## src/rtl/mem_ctrl_pkg.sv

```systemverilog
`default_nettype none
// ============================================================================
// Module      : mem_ctrl_pkg
// Description : Shared definitions for the memory access sequencer: opcode
//               encodings, bus direction constants, FSM state encoding and
//               the wait-counter width.
// Revision    : 1.0 - initial release
// ============================================================================
package mem_ctrl_pkg;

    // Data access opcodes; any other value on op_code is illegal
    localparam logic [3:0] OP_LDR = 4'b1101;
    localparam logic [3:0] OP_STR = 4'b1110;

    // Bus direction as driven on RW
    localparam logic RW_READ  = 1'b1;
    localparam logic RW_WRITE = 1'b0;

    // Wide enough for the largest supported TIMEOUT_CYC (31)
    localparam int CNT_W = 5;

    typedef enum logic [1:0] {
        IDLE       = 2'd0,
        FETCH_WAIT = 2'd1,
        LOAD_WAIT  = 2'd2,
        STORE_WAIT = 2'd3
    } state_t;

    function automatic logic is_legal_op(input logic [3:0] op);
        return (op == OP_LDR) || (op == OP_STR);
    endfunction

endpackage : mem_ctrl_pkg
`default_nettype wire

```

## src/rtl/mem_timeout_cnt.sv

```systemverilog
`default_nettype none
// ============================================================================
// Module      : mem_timeout_cnt
// Description : Per-transaction wait counter. Cleared when a transaction is
//               granted, advanced for every wait cycle without mem_rdy, and
//               flags expiry once it reaches TIMEOUT_CYC-1.
// Ports       : clk, rst_n  - clock, async active-low reset
//               clear       - zero the count (takes priority over enable)
//               enable      - advance the count by one
//               expired     - count has reached TIMEOUT_CYC-1
// Revision    : 1.0 - initial release
// ============================================================================
module mem_timeout_cnt
    import mem_ctrl_pkg::*;
#(
    parameter int TIMEOUT_CYC = 16
) (
    input  logic clk,
    input  logic rst_n,
    input  logic clear,
    input  logic enable,
    output logic expired
);

    logic [CNT_W-1:0] r_count;

    always_ff @(posedge clk or negedge rst_n) begin
        if (!rst_n) begin
            r_count <= '0;
        end else if (clear) begin
            r_count <= '0;
        end else if (enable) begin
            r_count <= r_count + CNT_W'(1);
        end
    end

    assign expired = (r_count == CNT_W'(TIMEOUT_CYC - 1));

endmodule : mem_timeout_cnt
`default_nettype wire

```

## src/rtl/mem_access_sequencer.sv

```systemverilog
`default_nettype none
// ============================================================================
// Module      : mem_access_sequencer
// Description : Arbitrates instruction fetches and data loads/stores onto a
//               single memory bus, one transaction at a time, with a wait
//               timeout. All outputs are registered.
// Ports       : fetch_req/pc            - fetch request and address
//               data_req/op_code/SR1/SR2 - data request, opcode, addr, wdata
//               mem_rdy/mem_rdata       - memory completion and read data
//               mem_en/RW/add_bus/data_bus - memory bus
//               instr/instr_valid       - fetched word and strobe
//               data_reg/ld_valid       - loaded word and strobe
//               st_done                 - store-complete strobe
//               err                     - illegal opcode or timeout strobe
//               busy                    - transaction in progress
// Revision    : 1.0 - initial release
// ============================================================================
module mem_access_sequencer
    import mem_ctrl_pkg::*;
#(
    parameter int TIMEOUT_CYC = 16
) (
    input  logic        clk,
    input  logic        rst_n,
    input  logic        fetch_req,
    input  logic [31:0] pc,
    input  logic        data_req,
    input  logic [3:0]  op_code,
    input  logic [31:0] SR1,
    input  logic [31:0] SR2,
    input  logic        mem_rdy,
    input  logic [31:0] mem_rdata,
    output logic        mem_en,
    output logic        RW,
    output logic [31:0] add_bus,
    output logic [31:0] data_bus,
    output logic [31:0] instr,
    output logic        instr_valid,
    output logic [31:0] data_reg,
    output logic        ld_valid,
    output logic        st_done,
    output logic        err,
    output logic        busy
);

    state_t      r_state, w_state_nxt;
    logic        r_last_was_data, w_last_was_data_nxt;
    logic        r_mem_en, w_mem_en_nxt;
    logic        r_rw, w_rw_nxt;
    logic [31:0] r_add_bus, w_add_bus_nxt;
    logic [31:0] r_data_bus, w_data_bus_nxt;
    logic [31:0] r_instr, w_instr_nxt;
    logic [31:0] r_data_reg, w_data_reg_nxt;
    logic        r_instr_valid, w_instr_valid_nxt;
    logic        r_ld_valid, w_ld_valid_nxt;
    logic        r_st_done, w_st_done_nxt;
    logic        r_err, w_err_nxt;
    logic        r_busy;

    logic        w_legal_data;
    logic        w_illegal_data;
    logic        w_cnt_clear;
    logic        w_cnt_en;
    logic        w_expired;

    mem_timeout_cnt #(
        .TIMEOUT_CYC (TIMEOUT_CYC)
    ) u_timeout_cnt (
        .clk     (clk),
        .rst_n   (rst_n),
        .clear   (w_cnt_clear),
        .enable  (w_cnt_en),
        .expired (w_expired)
    );

    assign w_legal_data   = data_req && is_legal_op(op_code);
    assign w_illegal_data = data_req && !is_legal_op(op_code);

    // ------------------------------------------------------------------------
    // State and output registers
    // ------------------------------------------------------------------------
    always_ff @(posedge clk or negedge rst_n) begin
        if (!rst_n) begin
            r_state         <= IDLE;
            r_last_was_data <= 1'b0;
            r_mem_en        <= 1'b0;
            r_rw            <= RW_READ;
            r_add_bus       <= '0;
            r_data_bus      <= '0;
            r_instr         <= '0;
            r_data_reg      <= '0;
            r_instr_valid   <= 1'b0;
            r_ld_valid      <= 1'b0;
            r_st_done       <= 1'b0;
            r_err           <= 1'b0;
            r_busy          <= 1'b0;
        end else begin
            r_state         <= w_state_nxt;
            r_last_was_data <= w_last_was_data_nxt;
            r_mem_en        <= w_mem_en_nxt;
            r_rw            <= w_rw_nxt;
            r_add_bus       <= w_add_bus_nxt;
            r_data_bus      <= w_data_bus_nxt;
            r_instr         <= w_instr_nxt;
            r_data_reg      <= w_data_reg_nxt;
            r_instr_valid   <= w_instr_valid_nxt;
            r_ld_valid      <= w_ld_valid_nxt;
            r_st_done       <= w_st_done_nxt;
            r_err           <= w_err_nxt;
            r_busy          <= (w_state_nxt != IDLE);
        end
    end

    // ------------------------------------------------------------------------
    // Next-state and next-output logic
    // ------------------------------------------------------------------------
    always_comb begin
        w_state_nxt         = r_state;
        w_last_was_data_nxt = r_last_was_data;
        w_mem_en_nxt        = r_mem_en;
        w_rw_nxt            = r_rw;
        w_add_bus_nxt       = r_add_bus;
        w_data_bus_nxt      = r_data_bus;
        w_instr_nxt         = r_instr;
        w_data_reg_nxt      = r_data_reg;
        w_instr_valid_nxt   = 1'b0;
        w_ld_valid_nxt      = 1'b0;
        w_st_done_nxt       = 1'b0;
        w_err_nxt           = 1'b0;
        w_cnt_clear         = 1'b0;
        w_cnt_en            = 1'b0;

        case (r_state)
            IDLE: begin
                // Data normally wins; a pending fetch takes its turn only
                // right after a data grant, so neither side can starve.
                if (w_legal_data && !(fetch_req && r_last_was_data)) begin
                    w_state_nxt         = (op_code == OP_LDR) ? LOAD_WAIT : STORE_WAIT;
                    w_rw_nxt            = (op_code == OP_LDR) ? RW_READ : RW_WRITE;
                    w_add_bus_nxt       = SR1;
                    w_data_bus_nxt      = SR2;
                    w_mem_en_nxt        = 1'b1;
                    w_last_was_data_nxt = 1'b1;
                    w_cnt_clear         = 1'b1;
                end else if (fetch_req) begin
                    w_state_nxt         = FETCH_WAIT;
                    w_rw_nxt            = RW_READ;
                    w_add_bus_nxt       = pc;
                    w_data_bus_nxt      = SR2;
                    w_mem_en_nxt        = 1'b1;
                    w_last_was_data_nxt = 1'b0;
                    w_cnt_clear         = 1'b1;
                end
                // An illegal data request never blocks a fetch in the same cycle
                if (w_illegal_data) begin
                    w_err_nxt = 1'b1;
                end
            end

            FETCH_WAIT, LOAD_WAIT, STORE_WAIT: begin
                // mem_rdy has priority, so a response on the expiry cycle
                // still completes normally.
                if (mem_rdy) begin
                    w_state_nxt  = IDLE;
                    w_mem_en_nxt = 1'b0;
                    if (r_state == FETCH_WAIT) begin
                        w_instr_nxt       = mem_rdata;
                        w_instr_valid_nxt = 1'b1;
                    end else if (r_state == LOAD_WAIT) begin
                        w_data_reg_nxt = mem_rdata;
                        w_ld_valid_nxt = 1'b1;
                    end else begin
                        w_st_done_nxt = 1'b1;
                    end
                end else if (w_expired) begin
                    w_state_nxt  = IDLE;
                    w_mem_en_nxt = 1'b0;
                    w_err_nxt    = 1'b1;
                end else begin
                    w_cnt_en = 1'b1;
                end
            end

            default: begin
                w_state_nxt  = IDLE;
                w_mem_en_nxt = 1'b0;
            end
        endcase
    end

    assign mem_en      = r_mem_en;
    assign RW          = r_rw;
    assign add_bus     = r_add_bus;
    assign data_bus    = r_data_bus;
    assign instr       = r_instr;
    assign instr_valid = r_instr_valid;
    assign data_reg    = r_data_reg;
    assign ld_valid    = r_ld_valid;
    assign st_done     = r_st_done;
    assign err         = r_err;
    assign busy        = r_busy;

endmodule : mem_access_sequencer
`default_nettype wire

```

## config.mk

```make
export PLATFORM = sky130hd
export DESIGN_NAME = mem_access_sequencer
export DESIGN_NICKNAME = d
export VERILOG_FILES = /design/src/rtl/mem_ctrl_pkg.sv /design/src/rtl/mem_timeout_cnt.sv /design/src/rtl/mem_access_sequencer.sv
export SDC_FILE = /design/constraint.sdc
export NUM_CORES = 1
export LEC_CHECK = 0
export CORE_MARGIN = 2
export CORE_UTILIZATION = 42
export DETAILED_ROUTE_END_ITERATION = 10
export PLACE_DENSITY = 0.81
export REMOVE_ABC_BUFFERS = 1
export SLEW_MARGIN = 5
export SYNTH_ARGS = -nofsm -noshare
export SYNTH_HDL_FRONTEND = slang
export SYNTH_SLANG_ARGS = --single-unit
```

## constraint.sdc

```tcl
create_clock -name clk -period 2.4 [get_ports clk]
set_input_delay 0.48 -clock clk [delete_from_list [all_inputs] [get_ports clk]]
set_output_delay 0.48 -clock clk [all_outputs]
set_load 0.02 [all_outputs]
```

* Yosys cells after proc, flatten, opt, wreduce, memory -nomap -nowiden
Cells that the tools add are included.
** Word-level totals
- Flip-flop bits (word level) :: 143
- Bits of input ports :: 137
- Output and inout port bits :: 135
- Logic and storage cells :: 82
** Operators by class
- Add/sub/neg operators :: 1
- Equality and inequality tests :: 8
- Multiplexer cells :: 42
- Bitwise logic cells :: 1
- Reductions and logical operators :: 16
** Operator list (count)
- 32-bit 2-to-1 mux :: 4
- 1-bit 2-to-1 mux :: 29
- 5-bit 2-to-1 mux :: 2
- 4-bit == test (second input constant) :: 2
- 2-bit 2-to-1 mux :: 4
- 2-bit nonzero test :: 3
- 5-bit by 1-bit adder with 5-bit output (second input constant) :: 1
- 5-bit by 4-bit == test with 1-bit output (second input constant) :: 1
- 2-bit == test (second input constant) :: 2
- 1-bit logical AND :: 4
- 1-bit one-hot mux with 2 select lines :: 2
- 2-bit one-hot mux with 2 select lines :: 1
- 2-bit AND reduction :: 2
- 4-bit AND reduction :: 1
- 3-bit by 2-bit != test with 1-bit output (second input constant) :: 1
- 3-bit != test (second input constant) :: 1
- 3-bit AND reduction :: 1
- 3-bit OR reduction :: 1
- 2-bit by 1-bit == test with 1-bit output (second input constant) :: 1
- 1-bit zero test :: 2
- 2-bit zero test :: 1
- 1-bit logical OR :: 1
- 1-bit inverter :: 1

* Longest topological paths before layout
- Depth after elaboration :: 7
- Gate-level depth with buffers :: 8
- Gate-level depth less buffers :: 7

* Hierarchy
From an unflattened synthesis, not the netlist that was laid out.
** Second synthesis, totals
- Cells, all modules :: 421
- Area total of the unflattened synthesis :: 5675.4 um^2
** Modules (own cells, without submodules)
- mem_access_sequencer :: times used 1, cells each 398, area each 5405.2 um^2, seq. area each 3454.6 um^2
- mem_timeout_cnt :: times used 1, cells each 23, area each 270.3 um^2, seq. area each 125.1 um^2

* Least setup slack after synthesis
OpenSTA, ideal clock, no wires.
- Path type :: register to register
- Start point :: reg r_state[1]
- End point :: reg r_data_bus[0] (netlist: data_bus[0])
- Setup time :: 125 ps
- Arrival time :: 1808 ps
- Data required time :: 2275 ps
- Setup slack :: 468 ps
- Cell stages (with the launch flop) :: 8
- Path buffers :: 2
- Clock period less this slack :: 1932 ps
- Path through :: dfrtp_1 > inv_1 > ha_1 > buf_2 > nand2_1 > o31ai_4 > buf_6 > mux2_2
** On the way
- Longest elaborated chain between the ends :: 2
** Ends and longest elaborated chain
- start: declaration :: line mem_access_sequencer.sv:46 : state_t r_state, w_state_nxt;
- start signal: assignment :: line mem_access_sequencer.sv:98 : r_state <= w_state_nxt;
- 2-bit zero test :: line mem_access_sequencer.sv:133 : case (r_state)
- 2-bit AND reduction (no line)
- end signal: assignment :: line mem_access_sequencer.sv:103 : r_data_bus <= w_data_bus_nxt;
- end: declaration :: line mem_access_sequencer.sv:51 : logic [31:0] r_data_bus, w_data_bus_nxt;
Every way passes these cells.
A chain may end at the register's enable or synchronous reset.

* Worst setup path after layout
- Start point :: reg r_state[1]
- End point :: reg r_data_bus[12] (netlist: data_bus[12])
Same word-level chain as after synthesis.

==> run summary <==
SETUP PATH
--------------------------------------------------------------------------------------------------
Kind of start point of the critical path                                                 flip-flop
Critical Path AT                                                                           2310 ps
Capturing instance or port of the critical path                                       data_bus[12]
CP max-delay cell                                                                     sky130_fd_sc_hd__dfrtp_1
Endpoint of the worst-slack reg-to-reg timing path                                    data_bus[12]
WS Path Type                                                                               reg2reg
Type of destination of the critical path                                                 flip-flop
CP Launch Point                                                                         r_state[1]
Count of buffering cells on the critical path with inverters included                            2
Data required time at the worst endpoint                                                   2690 ps
Startpoint of the most critical register-to-register path                               r_state[1]
Crit-path leading delay family                                                        buffers and inverters
Maximum fanout along the worst path                                                             72
Reg-to-reg slack, setup                                                                     380 ps
Biggest cell delay along the critical path                                                  420 ps
Crit path cell chain                                                                  inv_1, ha_1, nand2_1, o31ai_4, buf_12, mux2_2
Total number of cells along the worst setup path                                                 6
Count of cells along the worst register-to-register path                                         6

RUN
--------------------------------------------------------------------------------------------------
Reported max-cap violation count                                                                 0

GLOBAL ROUTING
--------------------------------------------------------------------------------------------------
Global-route wire length before repair                                                    26600 µm
Overall global routing resource usage                                                        0.215
Number of antenna violations at the first check in global routing                                1
Largest net degree at the start of global routing                                               73
Total congestion overflow after global routing                                                   0
Via count of the first global-routing pass                                                    5219

STA
--------------------------------------------------------------------------------------------------
Fmax                                                                                     0.495 GHz
Share of the clock period used by the worst path                                             0.843
Transition time at the pin with the least slew margin                                       571 ps
Worst-case headroom to the max-slew limit                                                    0.620
Number of hold violations in the final report                                                    0
Crit path setup slack, layout                                                               378 ps
RSZ-0062 raised after global routing                                                            no
Final hold slack                                                                           43.0 ps
Setup TNS Final                                                                               0 ps
Clock Skew                                                                                 5.79 ps
Final critical delay including setup and external delays                                   2020 ps
Max-slew violation count                                                                         0
Count of endpoints failing setup in the final report                                             0

FLOORPLANNING
--------------------------------------------------------------------------------------------------
Initial core utilization                                                                     0.425
Core ar.                                                                                 14400 µm²
Site Rows                                                                                       44
I/O pin count                                                                                  272
Chip Height                                                                                 125 µm
Die ar.                                                                                  15500 µm²
Die width                                                                                   125 µm

CLOCKING
--------------------------------------------------------------------------------------------------
Total of hold buffers inserted after clock tree synthesis                                        0
Clock tree from TritonCTS                                                                    built
Post-CTS Repair Setup Buffers                                                                    0
Number of gates given a new drive strength after cts                                             0
Clock Sink Count                                                                               143
Root Buffer Master                                                                    sky130_fd_sc_hd__clkbuf_16
Clock transition time at the flip-flop clock pins of the worst setup and hold paths          60 ps
Buffers from clock root to sink, at most                                                         2
H-tree depth                                                                                     4
Clk_lat worst skew                                                                          410 ps
Clock buffers created by TritonCTS                                                              17

SYNTH
--------------------------------------------------------------------------------------------------
YS warnings                                                                                      0
Count of distinct cell types in the synthesized netlist                                         36
#FFs+latches synth                                                                             143
Top-area cell type share of the netlist area                                                 0.581
Number of enable flip-flop cells after synthesis                                                 0
Cell type with the highest aggregate area in the netlist                              sky130_fd_sc_hd__dfrtp_1
Cell area after technology mapping                                                        6110 µm²
Sequential element share of the synthesized area                                             0.586
Synthesized area per cell                                                                 13.5 µm²
Post-Synthesis Cells                                                                           453
Largest cells by area after synthesis                                                 sky130_fd_sc_hd__dfrtp_1 (58%), sky130_fd_sc_hd__mux2_2 (18%), sky130_fd_sc_hd__a211oi_2 (6.6%)
Async SR Flop Fraction                                                                        1.00
Post-synth top cells                                                                  sky130_fd_sc_hd__dfrtp_1 (142), sky130_fd_sc_hd__mux2_2 (96), sky130_fd_sc_hd__nor2_1 (70)
Most used standard cell by instance count after synthesis                             sky130_fd_sc_hd__dfrtp_1
Main synth FF type                                                                    sky130_fd_sc_hd__dfrtp_1

POWER AND IR DROP
--------------------------------------------------------------------------------------------------
Static power due to leakage                                                                3.98 nW
Max VDD drop                                                                                628 µV
Power Dens Cells                                                                       1310 nW/µm²

DETAILED ROUTING
--------------------------------------------------------------------------------------------------
Average wire per cell in the routed design                                                 17.5 µm
Residual DRC count                                                                               0
Count of vias placed by the detailed router                                                   4654
Via density per instance                                                                      5.04
Routed Wire Length                                                                        16200 µm
Antenna Violating Nets Remaining                                                                 0
1st-pass router iterations                                                                       4
Iteration-0 DRC count of the detailed router                                                    92

WORST HOLD PATH
--------------------------------------------------------------------------------------------------
Type of the most critical hold path                                                       in2async

PLACEMENT
--------------------------------------------------------------------------------------------------
Sum of net half-perimeters after detailed placement                                       11600 µm
Buffers added on ports                                                                         271
Cell count after placement                                                                     891
Worst slack, placed                                                                        82.1 ps
GP Congestion                                                                                0.806

FINISH
--------------------------------------------------------------------------------------------------
Final cell count without fillers                                                               923
Share of final-layout standard cells stronger than drive strength 1                          0.235
Number of inserted diodes                                                                        0
Relative area change from synthesis to final layout                                          57.7%
Total Nets Final                                                                               869

OUTCOME
--------------------------------------------------------------------------------------------------
Result of the run                                                                        completed

## worst min-delay path by stage
stage                     cells past startpoint         end       from
after floorplan                               0  add_bus[0]      rst_n
after global placement                        1    instr[4]   instr[4]
after detailed placement                      1   instr[19]  instr[19]
after CTS                                     1    instr[0]      rst_n
after global routing                          1    instr[0]      rst_n
final                                         1    instr[0]      rst_n
## stage by stage
stage | util | cell area, µm² | total power (W)
after global placement | 0.630 | 9050 | 0.00996
after detailed placement | 0.630 | 9050 | 0.0101
after CTS | 0.671 | 9640 | 0.0128
after floorplan | - | 5940 | 0.00712
after global routing | 0.671 | 9640 | 0.0133
final | 0.671 | 9640 | 0.0127
## layout by cell type, fill, tap and decap left out, drive strengths merged, types with 2 or more instances in the layout
cell type / instances
dfrtp: 142
xor2: 3
nor3b: 33
a22o: 2
nand2: 7
inv: 5
clkinv: 4
clkbuf: 24
bufinv: 2
buf: 13
o21ai: 5
xnor2: 2
and3: 2
clkdlybuf4s50: 270
mux2: 96
a211oi: 33
clkinvlp: 2
ha: 6
nor2: 70
## final cells by class
cell class | instances | area, µm²
inverters | 5 | 18.8
multi-input cells | 276 | 2360
well taps | 184 | 230
fillers | 1021 | 4730
flip-flops and latches | 143 | 3580
clock buffers | 24 | 482
repair buffers | 283 | 2870
clock inverters | 8 | 106
## metal layers
layer  share of wire  track usage  routed length (µm)
met1            0.39        0.248                6300
met5               0            0                   0
met2            0.49        0.365                7990
met4           0.021       0.0740                 334
met3           0.095       0.0825                1540
## where the power goes
part           internal, W  switching (W)
clock network      0.00162       0.000974
registers          0.00349       0.000591
logic              0.00313        0.00285
total              0.00824        0.00441
## kinds of logic (layout without fill, tap and decap cells)
| kind of cell | Yosys count | after routing | share of synthesized area |
|---|---|---|---|
| buffers and inverters | 34 | 320 | 0.0305 |
| and+or+nand+nor | 121 | 121 | 0.101 |
| muxes | 97 | 97 | 0.179 |
| xor gates and xnor gates | 5 | 5 | 0.00717 |
| adders and majority gates | 6 | 6 | 0.0123 |
| DFF | 143 | 143 | 0.586 |
| AOI/OAI and AO/OA | 47 | 47 | 0.0850 |
Note: power is estimated with default switching activity, not from simulation.
